### config.mk
export PLATFORM = sky130hd
export DESIGN_NAME = systolic_gemm_ctrl_flat
export DESIGN_NICKNAME = d
export VERILOG_FILES = /design/src/rtl/systolic_gemm_ctrl_if.sv /design/src/rtl/systolic_gemm_ctrl.sv /design/src/flat_wrapper.sv
export SDC_FILE = /design/constraint.sdc
export NUM_CORES = 1
export LEC_CHECK = 0
export ABC_AREA = 1
export CAP_MARGIN = 0
export CORE_MARGIN = 8
export CORE_UTILIZATION = 30
export CTS_BUF_LIST = sky130_fd_sc_hd__clkbuf_16
export CTS_CLUSTER_DIAMETER = 80
export DETAILED_ROUTE_END_ITERATION = 7
export DONT_BUFFER_PORTS = 1
export PLACE_DENSITY = 0.46
export RECOVER_POWER = 25
export SLEW_MARGIN = 15
export SYNTH_ARGS = -nofsm -noshare
export SYNTH_HDL_FRONTEND = slang
export SYNTH_SLANG_ARGS = --single-unit
### constraint.sdc
create_clock -name clk -period 2 [get_ports clk]
set_clock_uncertainty 0.1 [all_clocks]
set_input_delay 0.6 -clock clk [delete_from_list [all_inputs] [get_ports clk]]
set_output_delay 0.6 -clock clk [all_outputs]
set_load 0.02 [all_outputs]
### src/rtl/systolic_gemm_ctrl_if.sv
// Job handshake, operand-buffer read port and skewed array feed of systolic_gemm_ctrl.
// master: the sequencer; slave: the scheduler / buffers / array around it.
interface systolic_gemm_ctrl_if #(
  parameter int PE_ROWS      = 4,
  parameter int PE_COLS      = 4,
  parameter int DATA_WIDTH   = 16,
  parameter int WEIGHT_WIDTH = 8,
  parameter int K_W          = 8
);
  logic                            start;
  logic [K_W-1:0]                  k_len;
  logic                            abort;
  logic                            feed_stall;
  logic                            busy;
  logic                            done;
  logic                            rd_en;
  logic [K_W-1:0]                  rd_addr;
  logic [PE_ROWS*DATA_WIDTH-1:0]   act_rd_data;
  logic [PE_COLS*WEIGHT_WIDTH-1:0] wgt_rd_data;
  logic                            clear_accum;
  logic [PE_ROWS*DATA_WIDTH-1:0]   act_out;
  logic [PE_ROWS-1:0]              act_valid_out;
  logic [PE_COLS*WEIGHT_WIDTH-1:0] wgt_out;
  logic [PE_COLS-1:0]              wgt_valid_out;
  logic [31:0]                     perf_cycles;
  logic [31:0]                     perf_stalls;

  modport master (
    input  start, k_len, abort, feed_stall, act_rd_data, wgt_rd_data,
    output busy, done, rd_en, rd_addr, clear_accum,
           act_out, act_valid_out, wgt_out, wgt_valid_out,
           perf_cycles, perf_stalls
  );

  modport slave (
    output start, k_len, abort, feed_stall, act_rd_data, wgt_rd_data,
    input  busy, done, rd_en, rd_addr, clear_accum,
           act_out, act_valid_out, wgt_out, wgt_valid_out,
           perf_cycles, perf_stalls
  );
endinterface

### src/rtl/systolic_gemm_ctrl.sv
// GEMM systolic-array sequencer: clear, K operand reads with diagonal skew, drain, done.
// Optional job performance counters are built when GEMM_CTRL_PERF_EN is defined.
module systolic_gemm_ctrl #(
  parameter int PE_ROWS      = 4,
  parameter int PE_COLS      = 4,
  parameter int DATA_WIDTH   = 16,
  parameter int WEIGHT_WIDTH = 8,
  parameter int K_W          = 8,
  parameter int PE_LAT       = 1
) (
  input  logic                  clk,
  input  logic                  rst,
  systolic_gemm_ctrl_if.master  bus
);

  // Covers the far-corner PE's skew, its update latency and one cycle of margin.
  localparam int DRAIN_LEN = PE_ROWS + PE_COLS + PE_LAT + 1;
  localparam int DRAIN_W   = $clog2(DRAIN_LEN + 1);

  typedef enum logic [2:0] {IDLE, CLEAR, FEED, DRAIN, DONE} state_t;

  state_t             state_q, state_d;
  logic [K_W-1:0]     k_len_q;
  logic [K_W-1:0]     k_q;
  logic [DRAIN_W-1:0] drain_q;
  logic               start_ok;
  logic               flush;
  logic               rd_en;
  logic               rd_valid_q;

  assign start_ok = (state_q == IDLE) && bus.start;
  assign flush    = bus.abort && (state_q != IDLE);

  always_comb begin
    // NOTE: every combinational output gets its default first, so no path can infer a latch.
    state_d = state_q;
    rd_en   = 1'b0;
    unique case (state_q)
      IDLE:  if (bus.start) state_d = (bus.k_len == '0) ? DONE : CLEAR;
      CLEAR: state_d = FEED;
      FEED: begin
        if (!bus.feed_stall) begin
          rd_en = 1'b1;
          if (k_q == k_len_q - K_W'(1)) state_d = DRAIN;
        end
      end
      DRAIN: if (drain_q == DRAIN_W'(DRAIN_LEN - 1)) state_d = DONE;
      DONE:  state_d = IDLE;
      default: state_d = IDLE;
    endcase
    if (flush) begin
      state_d = IDLE;
      rd_en   = 1'b0;
    end
  end

  always_ff @(posedge clk) begin
    // NOTE: non-blocking assignments only, so every register samples pre-edge values.
    if (rst) begin
      state_q    <= IDLE;
      k_len_q    <= '0;
      k_q        <= '0;
      drain_q    <= '0;
      rd_valid_q <= 1'b0;
    end else begin
      state_q    <= state_d;
      rd_valid_q <= rd_en;
      if (start_ok) k_len_q <= bus.k_len;
      if (start_ok || flush) k_q <= '0;
      else if (rd_en)        k_q <= k_q + K_W'(1);
      drain_q <= (state_q == DRAIN && state_d == DRAIN) ? drain_q + DRAIN_W'(1) : '0;
    end
  end

  assign bus.busy        = (state_q != IDLE);
  assign bus.done        = (state_q == DONE) && !bus.abort;
  assign bus.clear_accum = (state_q == CLEAR);
  assign bus.rd_en       = rd_en;
  assign bus.rd_addr     = k_q;

  // Lane r: one output register plus r skew registers; zeros ride along with valid=0.
  for (genvar r = 0; r < PE_ROWS; r++) begin : g_act
    logic [DATA_WIDTH-1:0] d_q [r+1];
    logic                  v_q [r+1];
    always_ff @(posedge clk) begin
      if (rst || flush) begin
        for (int i = 0; i <= r; i++) begin
          d_q[i] <= '0;
          v_q[i] <= 1'b0;
        end
      end else begin
        v_q[0] <= rd_valid_q;
        d_q[0] <= rd_valid_q ? bus.act_rd_data[r*DATA_WIDTH +: DATA_WIDTH] : '0;
        for (int i = 1; i <= r; i++) begin
          v_q[i] <= v_q[i-1];
          d_q[i] <= d_q[i-1];
        end
      end
    end
    assign bus.act_out[r*DATA_WIDTH +: DATA_WIDTH] = d_q[r];
    assign bus.act_valid_out[r]                    = v_q[r];
  end

  for (genvar c = 0; c < PE_COLS; c++) begin : g_wgt
    logic [WEIGHT_WIDTH-1:0] d_q [c+1];
    logic                    v_q [c+1];
    always_ff @(posedge clk) begin
      if (rst || flush) begin
        for (int i = 0; i <= c; i++) begin
          d_q[i] <= '0;
          v_q[i] <= 1'b0;
        end
      end else begin
        v_q[0] <= rd_valid_q;
        d_q[0] <= rd_valid_q ? bus.wgt_rd_data[c*WEIGHT_WIDTH +: WEIGHT_WIDTH] : '0;
        for (int i = 1; i <= c; i++) begin
          v_q[i] <= v_q[i-1];
          d_q[i] <= d_q[i-1];
        end
      end
    end
    assign bus.wgt_out[c*WEIGHT_WIDTH +: WEIGHT_WIDTH] = d_q[c];
    assign bus.wgt_valid_out[c]                        = v_q[c];
  end

`ifdef GEMM_CTRL_PERF_EN
  logic [31:0] cycles_q;
  logic [31:0] stalls_q;

  always_ff @(posedge clk) begin
    if (rst || start_ok) begin
      cycles_q <= '0;
      stalls_q <= '0;
    end else begin
      if (bus.busy && cycles_q != '1) cycles_q <= cycles_q + 32'd1;
      if (state_q == FEED && bus.feed_stall && stalls_q != '1) stalls_q <= stalls_q + 32'd1;
    end
  end

  assign bus.perf_cycles = cycles_q;
  assign bus.perf_stalls = stalls_q;
`else
  assign bus.perf_cycles = '0;
  assign bus.perf_stalls = '0;
`endif

endmodule

### src/flat_wrapper.sv
// flat-port wrapper written by rule: the top's interface ports become plain ports
module systolic_gemm_ctrl_flat 
#(
  parameter int PE_ROWS      = 4,
  parameter int PE_COLS      = 4,
  parameter int DATA_WIDTH   = 16,
  parameter int WEIGHT_WIDTH = 8,
  parameter int K_W          = 8,
  parameter int PE_LAT       = 1
)
  (clk, rst, bus_start, bus_k_len, bus_abort, bus_feed_stall, bus_act_rd_data, bus_wgt_rd_data, bus_busy, bus_done, bus_rd_en, bus_rd_addr, bus_clear_accum, bus_act_out, bus_act_valid_out, bus_wgt_out, bus_wgt_valid_out, bus_perf_cycles, bus_perf_stalls);
  systolic_gemm_ctrl_if #(.PE_ROWS(PE_ROWS), .PE_COLS(PE_COLS), .DATA_WIDTH(DATA_WIDTH), .WEIGHT_WIDTH(WEIGHT_WIDTH), .K_W(K_W)) bus_i ();
  input  logic clk;
  input  logic rst;
  input wire logic [$bits(bus_i.start)-1:0] bus_start;
  input wire logic [$bits(bus_i.k_len)-1:0] bus_k_len;
  input wire logic [$bits(bus_i.abort)-1:0] bus_abort;
  input wire logic [$bits(bus_i.feed_stall)-1:0] bus_feed_stall;
  input wire logic [$bits(bus_i.act_rd_data)-1:0] bus_act_rd_data;
  input wire logic [$bits(bus_i.wgt_rd_data)-1:0] bus_wgt_rd_data;
  output wire logic [$bits(bus_i.busy)-1:0] bus_busy;
  output wire logic [$bits(bus_i.done)-1:0] bus_done;
  output wire logic [$bits(bus_i.rd_en)-1:0] bus_rd_en;
  output wire logic [$bits(bus_i.rd_addr)-1:0] bus_rd_addr;
  output wire logic [$bits(bus_i.clear_accum)-1:0] bus_clear_accum;
  output wire logic [$bits(bus_i.act_out)-1:0] bus_act_out;
  output wire logic [$bits(bus_i.act_valid_out)-1:0] bus_act_valid_out;
  output wire logic [$bits(bus_i.wgt_out)-1:0] bus_wgt_out;
  output wire logic [$bits(bus_i.wgt_valid_out)-1:0] bus_wgt_valid_out;
  output wire logic [$bits(bus_i.perf_cycles)-1:0] bus_perf_cycles;
  output wire logic [$bits(bus_i.perf_stalls)-1:0] bus_perf_stalls;
  assign bus_i.start = bus_start;
  assign bus_i.k_len = bus_k_len;
  assign bus_i.abort = bus_abort;
  assign bus_i.feed_stall = bus_feed_stall;
  assign bus_i.act_rd_data = bus_act_rd_data;
  assign bus_i.wgt_rd_data = bus_wgt_rd_data;
  assign bus_busy = bus_i.busy;
  assign bus_done = bus_i.done;
  assign bus_rd_en = bus_i.rd_en;
  assign bus_rd_addr = bus_i.rd_addr;
  assign bus_clear_accum = bus_i.clear_accum;
  assign bus_act_out = bus_i.act_out;
  assign bus_act_valid_out = bus_i.act_valid_out;
  assign bus_wgt_out = bus_i.wgt_out;
  assign bus_wgt_valid_out = bus_i.wgt_valid_out;
  assign bus_perf_cycles = bus_i.perf_cycles;
  assign bus_perf_stalls = bus_i.perf_stalls;
  systolic_gemm_ctrl #(.PE_ROWS(PE_ROWS), .PE_COLS(PE_COLS), .DATA_WIDTH(DATA_WIDTH), .WEIGHT_WIDTH(WEIGHT_WIDTH), .K_W(K_W), .PE_LAT(PE_LAT)) u_core (.clk(clk), .rst(rst), .bus(bus_i));
endmodule
* Word level (Yosys, flattened, before mapping)
Memory sizes are Yosys's and may differ from the RTL's. Cells that the tools add are included.
Word-level totals: memories 16, input bits 109, RAM bits 260, logic and storage cells 149, output and inout bits 180, register bits 24
Operators by class: reduce and logical (&&, ||, !) cells 16, add/subtract/negate cells 3, equal/unequal tests 7, mux-type cells 65, bitwise operators 37
Memories:
- u_core.g_act[3].d_q | words 4, bits a word 16, read ports 4, clocked after memory_dff 0, write ports 4, line systolic_gemm_ctrl.sv:83 | logic [DATA_WIDTH-1:0] d_q [r+1];
- u_core.g_act[2].d_q | words 3, bits a word 16, read ports 3, clocked after memory_dff 0, write ports 3, line systolic_gemm_ctrl.sv:83
- u_core.g_act[1].d_q | words 2, bits a word 16, read ports 2, clocked after memory_dff 0, write ports 2, line systolic_gemm_ctrl.sv:83
- u_core.g_wgt[3].d_q | words 4, bits a word 8, read ports 4, clocked after memory_dff 0, write ports 4, line systolic_gemm_ctrl.sv:105 | logic [WEIGHT_WIDTH-1:0] d_q [c+1];
- u_core.g_wgt[2].d_q | words 3, bits a word 8, read ports 3, clocked after memory_dff 0, write ports 3, line systolic_gemm_ctrl.sv:105
- u_core.g_act[0].d_q | words 1, bits a word 16, read ports 1, clocked after memory_dff 0, write ports 1, line systolic_gemm_ctrl.sv:83
- +10 memories
Operators by type and width (number):
- $mux 16 | 14
- $mux 8 | 14
- $or 1x1->1 | 36
- $mux 1 | 30
- $mux 3 | 6
- $reduce_or 16->1 | 1
- $pmux 3 s4 | 1
- $eq 3x2->1 const B | 3
- $add 8x1->8 const B | 1
- $eq 8x8->1 | 1
- $logic_not 8->1 | 1
- $reduce_or 8->1 | 1
- $sub 8x1->8 const B | 1
- $add 4x1->4 const B | 1
- $eq 4x4->1 const B | 1
- $logic_and 1x1->1 | 4
- $reduce_or 2->1 | 2
- $eq 3x1->1 const B | 1
- $eq 3x3->1 const B | 1
- $logic_not 3->1 | 1
- $reduce_bool 3->1 | 1
- $logic_or 1x1->1 | 2
- $reduce_or 1->1 | 2
- $logic_not 1->1 | 1
- $not 1->1 | 1

* Depth between registers and ports, before layout
depth in word-level cells 10, mapped depth 11, gate-level depth less buffers 11

* Worst setup path before layout
No wires, ideal clock.
kind input to output, from input bus_abort, to output bus_done, slack 0.073 ns, cell stages on the path 1, arrival 1.227 ns, path buffers 0, data required time 1.300 ns, cells stage by stage nor4_1
Between the ends: word-level cells in the longest chain between the ends 2
RTL lines:
- from (decl) | line flat_wrapper.sv:17 | input wire logic [$bits(bus_i.abort)-1:0] bus_abort;
- $logic_not 1->1 | line systolic_gemm_ctrl.sv:76 | assign bus.done = (state_q == DONE) && !bus.abort;
- $logic_and 1x1->1 | line systolic_gemm_ctrl.sv:76
- to (decl) | line flat_wrapper.sv:22 | output wire logic [$bits(bus_i.done)-1:0] bus_done;
No other way between the ends.

* Worst setup path after layout
from register u_core.state_q[2], to output bus_rd_en
Between the ends: word-level cells in the longest chain between the ends 3, elaborated cells between the ends (all ways) 5, those cells by class 1 x eq/ne; 2 x mux; 2 x reduce/logical
RTL lines:
- from (decl) | line systolic_gemm_ctrl.sv:22 | state_t state_q, state_d;
- from (signal assigned) | line systolic_gemm_ctrl.sv:66 | state_q <= state_d;
- $reduce_bool 3->1
- named net bus_busy | line flat_wrapper.sv:21 | output wire logic [$bits(bus_i.busy)-1:0] bus_busy;
- $logic_and 1x1->1 | line systolic_gemm_ctrl.sv:32 | assign flush = bus.abort && (state_q != IDLE);
- $mux 1 | line systolic_gemm_ctrl.sv:51 | if (flush) begin
- to (decl) | line flat_wrapper.sv:23 | output wire logic [$bits(bus_i.rd_en)-1:0] bus_rd_en;
The timed path passes the listed nets, and every way through them passes these cells.

==> flow_summary.yaml <==
global_routing:
  grt_pass1_vias: 4986
  grt_overflow_total: 0
  grt_max_degree: 62
  grt_usage_pct: 9.35
  antenna_found_initial: 2
  grt_pass1_wl_mm: 27.4
die:
  die_h_um: 192
  start_util_pct: 30.4
  die_w_um: 192
  core_sq_um: 30400
  rows: 64
  fp.dieArea_sq_um: 36700
  pin_count: 289
synth:
  ys_async_sr_fraction_pct: 0
  yosys.area.top_type: "dfxtp_1"
  ys_warn_count: 0
  avgSynthCellArea_sq_um: 8.59
  yosysTopAreaCellShare_pct: 58.0
  synth_cell_types: 32
  synthTopCellsByArea: "dfxtp_1, inv_1, buf_4"
  synth_cells: 1076
  synth-edff-count: 0
  synth_area_sq_um: 9240
  ys.flop_type: "dfxtp_1"
  ys_seq_area_share_pct: 58.0
  ys_ff_latch: 268
timing:
  relSlewSlack_pct: 54.7
  hold_viol_final: 0
  post-route-period-util_pct: 104
  slew_violations: 0
  finalSetupViolCount: 2
  min_period_ps: 2080
  rsz0062_at_grt: "yes"
  max_freq_mhz: 480
  fin_tns_setup_ps: -137
  setup_ws_ps: -82.7
  tightest_slew_ps: 680
layout:
  layout_common_cells: "inv_1, dfxtp_1, nor2_1, conb_1, nand2_1"
  drive_above_1_share_pct: 9.89
  syn2layout_area_growth_pct: 7.09
  fin_nets: 1149
  fillerInstances: 3229
  final_common_cell: "inv_1"
power:
  pwr-share-comb_pct: 5.0
  total_power_uw: 10700
  vdd_drop_max_uv: 539
  p_int_uw: 8230
  seqPwrFrac_pct: 50.8
  cellPowerDensity_nw_per_um2: 1080
  power.switching_uw: 2450
  swShare_pct: 22.9
  clock_power_share_pct: 44.2
  p_leak_uw: 0.00421
clock_network:
  path_clk_slew_ps: 60
  cts-root-buf: "clkbuf_16"
  clk_path_buf_depth: 3
  cts_tree: "built"
  cts_buffers: 29
  clk_latency_ps: 530
  htree_levels: 1
  cts.sinks: 268
setup_path:
  cp.required_ps: 1300
  regToRegSetupSlack_ps: 110
  critPathLaunchType: "flip-flop"
  regToRegEndpoint: "u_core.g_act[0].d_q[0][8]$_SDFF_PP0_"
  reg2reg_depth: 9
  cp-end-kind: "primary output"
  cp_max_fo: 4
  crit_type: "flip-flop to primary output"
  r2r_start: "u_core.state_q[0]$_SDFF_PP0_"
  max_stage_delay_ps: 370
  cpMostUsedCell: "nand2_4"
  slowest_stage: "dfxtp_4"
  path_cells: "nor2_4 -> nand2_4 -> nand2_4 -> nand2_4 -> inv_6"
  critical_path_arrival_ps: 1380
route:
  routedWlPerCell_um: 12.5
  drt_pass1_iterations: 4
  drt-total-wl_mm: 18.1
  antenna_left: 0
  vias_per_cell: 3.63
  drtIter0Drc: 111
  drc: 0
  vias: 5258
min_path:
  hold_end: "u_core.k_len_q[7]$_SDFFE_PP0P_"
  whs_path_depth: 1
  min_path_type: "primary input to flip-flop"
  hp-start: "rst"
job:
  maxCapViolCount: 0
run_status:
  status: "finished, violations left"
  violations: "negative setup slack"
placement:
  dp_slack_ps: 224
  gp_congestion: 0.747
  io_buffers: 0
  dp_hpwl_mm: 12.9
-- power by group through the flow --
stage / clock network, uW / registers [uW] / logic, uW
final: 4710 / 5430 / 536
after global routing: 5150 / 5430 / 607
after CTS: 4940 / 5430 / 558
after detailed placement: 0 / 5540 / 535
after global placement: 0 / 5540 / 533
after floorplan: 0 / 5530 / 550
-- cell type report --
type / count / area [sq um] / area share, %
antenna: 2 / 5.00 / 0.0506
inverter: 274 / 1040 / 10.5
multi-input combinational: 447 / 2030 / 20.6
clock inverter: 18 / 110 / 1.11
tap: 396 / 495 / 5.01
sequential: 268 / 5370 / 54.3
timing repair buffer: 16 / 118 / 1.19
clock buffer: 29 / 726 / 7.33
-- layer usage --
layer  part of all wire [%]  vias up  track usage (%)  wire (um)
met4                    3.4        0             4.26        618
met1                     41     2300             10.8       7420
li1                       -     2764                -          -
met2                     47      159             15.1       8480
met5                      0        -                0          0
met3                    8.6       35             3.70       1550
-- registers in the layout, summed over array words and instances, names as in the netlist --
name                count
u_core.g_act.d_q      160
u_core.g_wgt.d_q       80
u_core.bus.rd_addr      8
u_core.k_len_q          8
u_core.drain_q          4
u_core.state_q          3
u_core.g_act.v_q        2
u_core.g_wgt.v_q        2
u_core.rd_valid_q       1
-- kinds of logic after synthesis --
kind of cell | synth area share (%)
other | 0.0406
buffers and inverters | 22.8
flip-flops | 58.0
XOR/XNOR | 0.853
AO/OA/AOI/OAI | 1.72
adder cells (fa/ha/maj) | 0.541
AND/OR/NAND/NOR | 16.0
-- worst max path at each step --
stage                                            start        end  slack [ps]  depth (start not counted)
after floorplan                              bus_abort   bus_done          70                          1
after global placement                  bus_feed_stall  bus_rd_en         230                          5
after detailed placement                bus_feed_stall  bus_rd_en         220                          5
after CTS                 u_core.state_q[1]$_SDFF_PP0_  bus_rd_en        -130                          6
after global routing      u_core.state_q[2]$_SDFF_PP0_  bus_rd_en        -150                          5
final                     u_core.state_q[2]$_SDFF_PP0_  bus_rd_en         -80                          5
-- through the flow --
stage | hold slack, ps | utilization, % | instance area (sq um) | std cells
after floorplan | 294 | - | 9480 | 1139
after global placement | 294 | 29.7 | 9030 | 1398
after detailed placement | 298 | 29.7 | 9030 | 1398
after CTS | 6.95 | 32.6 | 9930 | 1447
after global routing | 23.5 | 32.5 | 9900 | 1450
final | 45.6 | 32.5 | 9900 | 1450
-- cell usage after synthesis (2+ instances only) --
| library cell | count |
|---|---|
| dfxtp_1 | 268 |
| inv_2 | 6 |
| nor2_1 | 235 |
| nor2_2 | 23 |
| nor2_4 | 9 |
| xor2_1 | 4 |
| o21ai_1 | 2 |
| buf_4 | 120 |
| nor3b_1 | 2 |
| inv_1 | 267 |
| nor3_1 | 3 |
| nor4_1 | 2 |
| nand2_1 | 44 |
| a21oi_1 | 17 |
| nand3_1 | 10 |
| buf_6 | 4 |
| xnor2_1 | 5 |
| buf_2 | 21 |
| o21ai_0 | 11 |
| nand2_2 | 4 |
| nor3_2 | 2 |
| ha_1 | 4 |
| clkbuf_1 | 4 |
-- timing repair --
item | in CTS | in global routing
gates resized for setup | 18 | 0
pin swaps | 7 | 5
setup endpoints to repair | 3 | 3
hold buffers | 0 | 0
setup buffers | 2 | 1
-- worst max-delay path, delay by kind of cell, from the launching register on --
kind | cells | cell delay, ps
buf+inv | 1 | 80
simple gates | 4 | 410
flops | 1 | 370
Note: power is estimated with default switching activity, not from simulation.
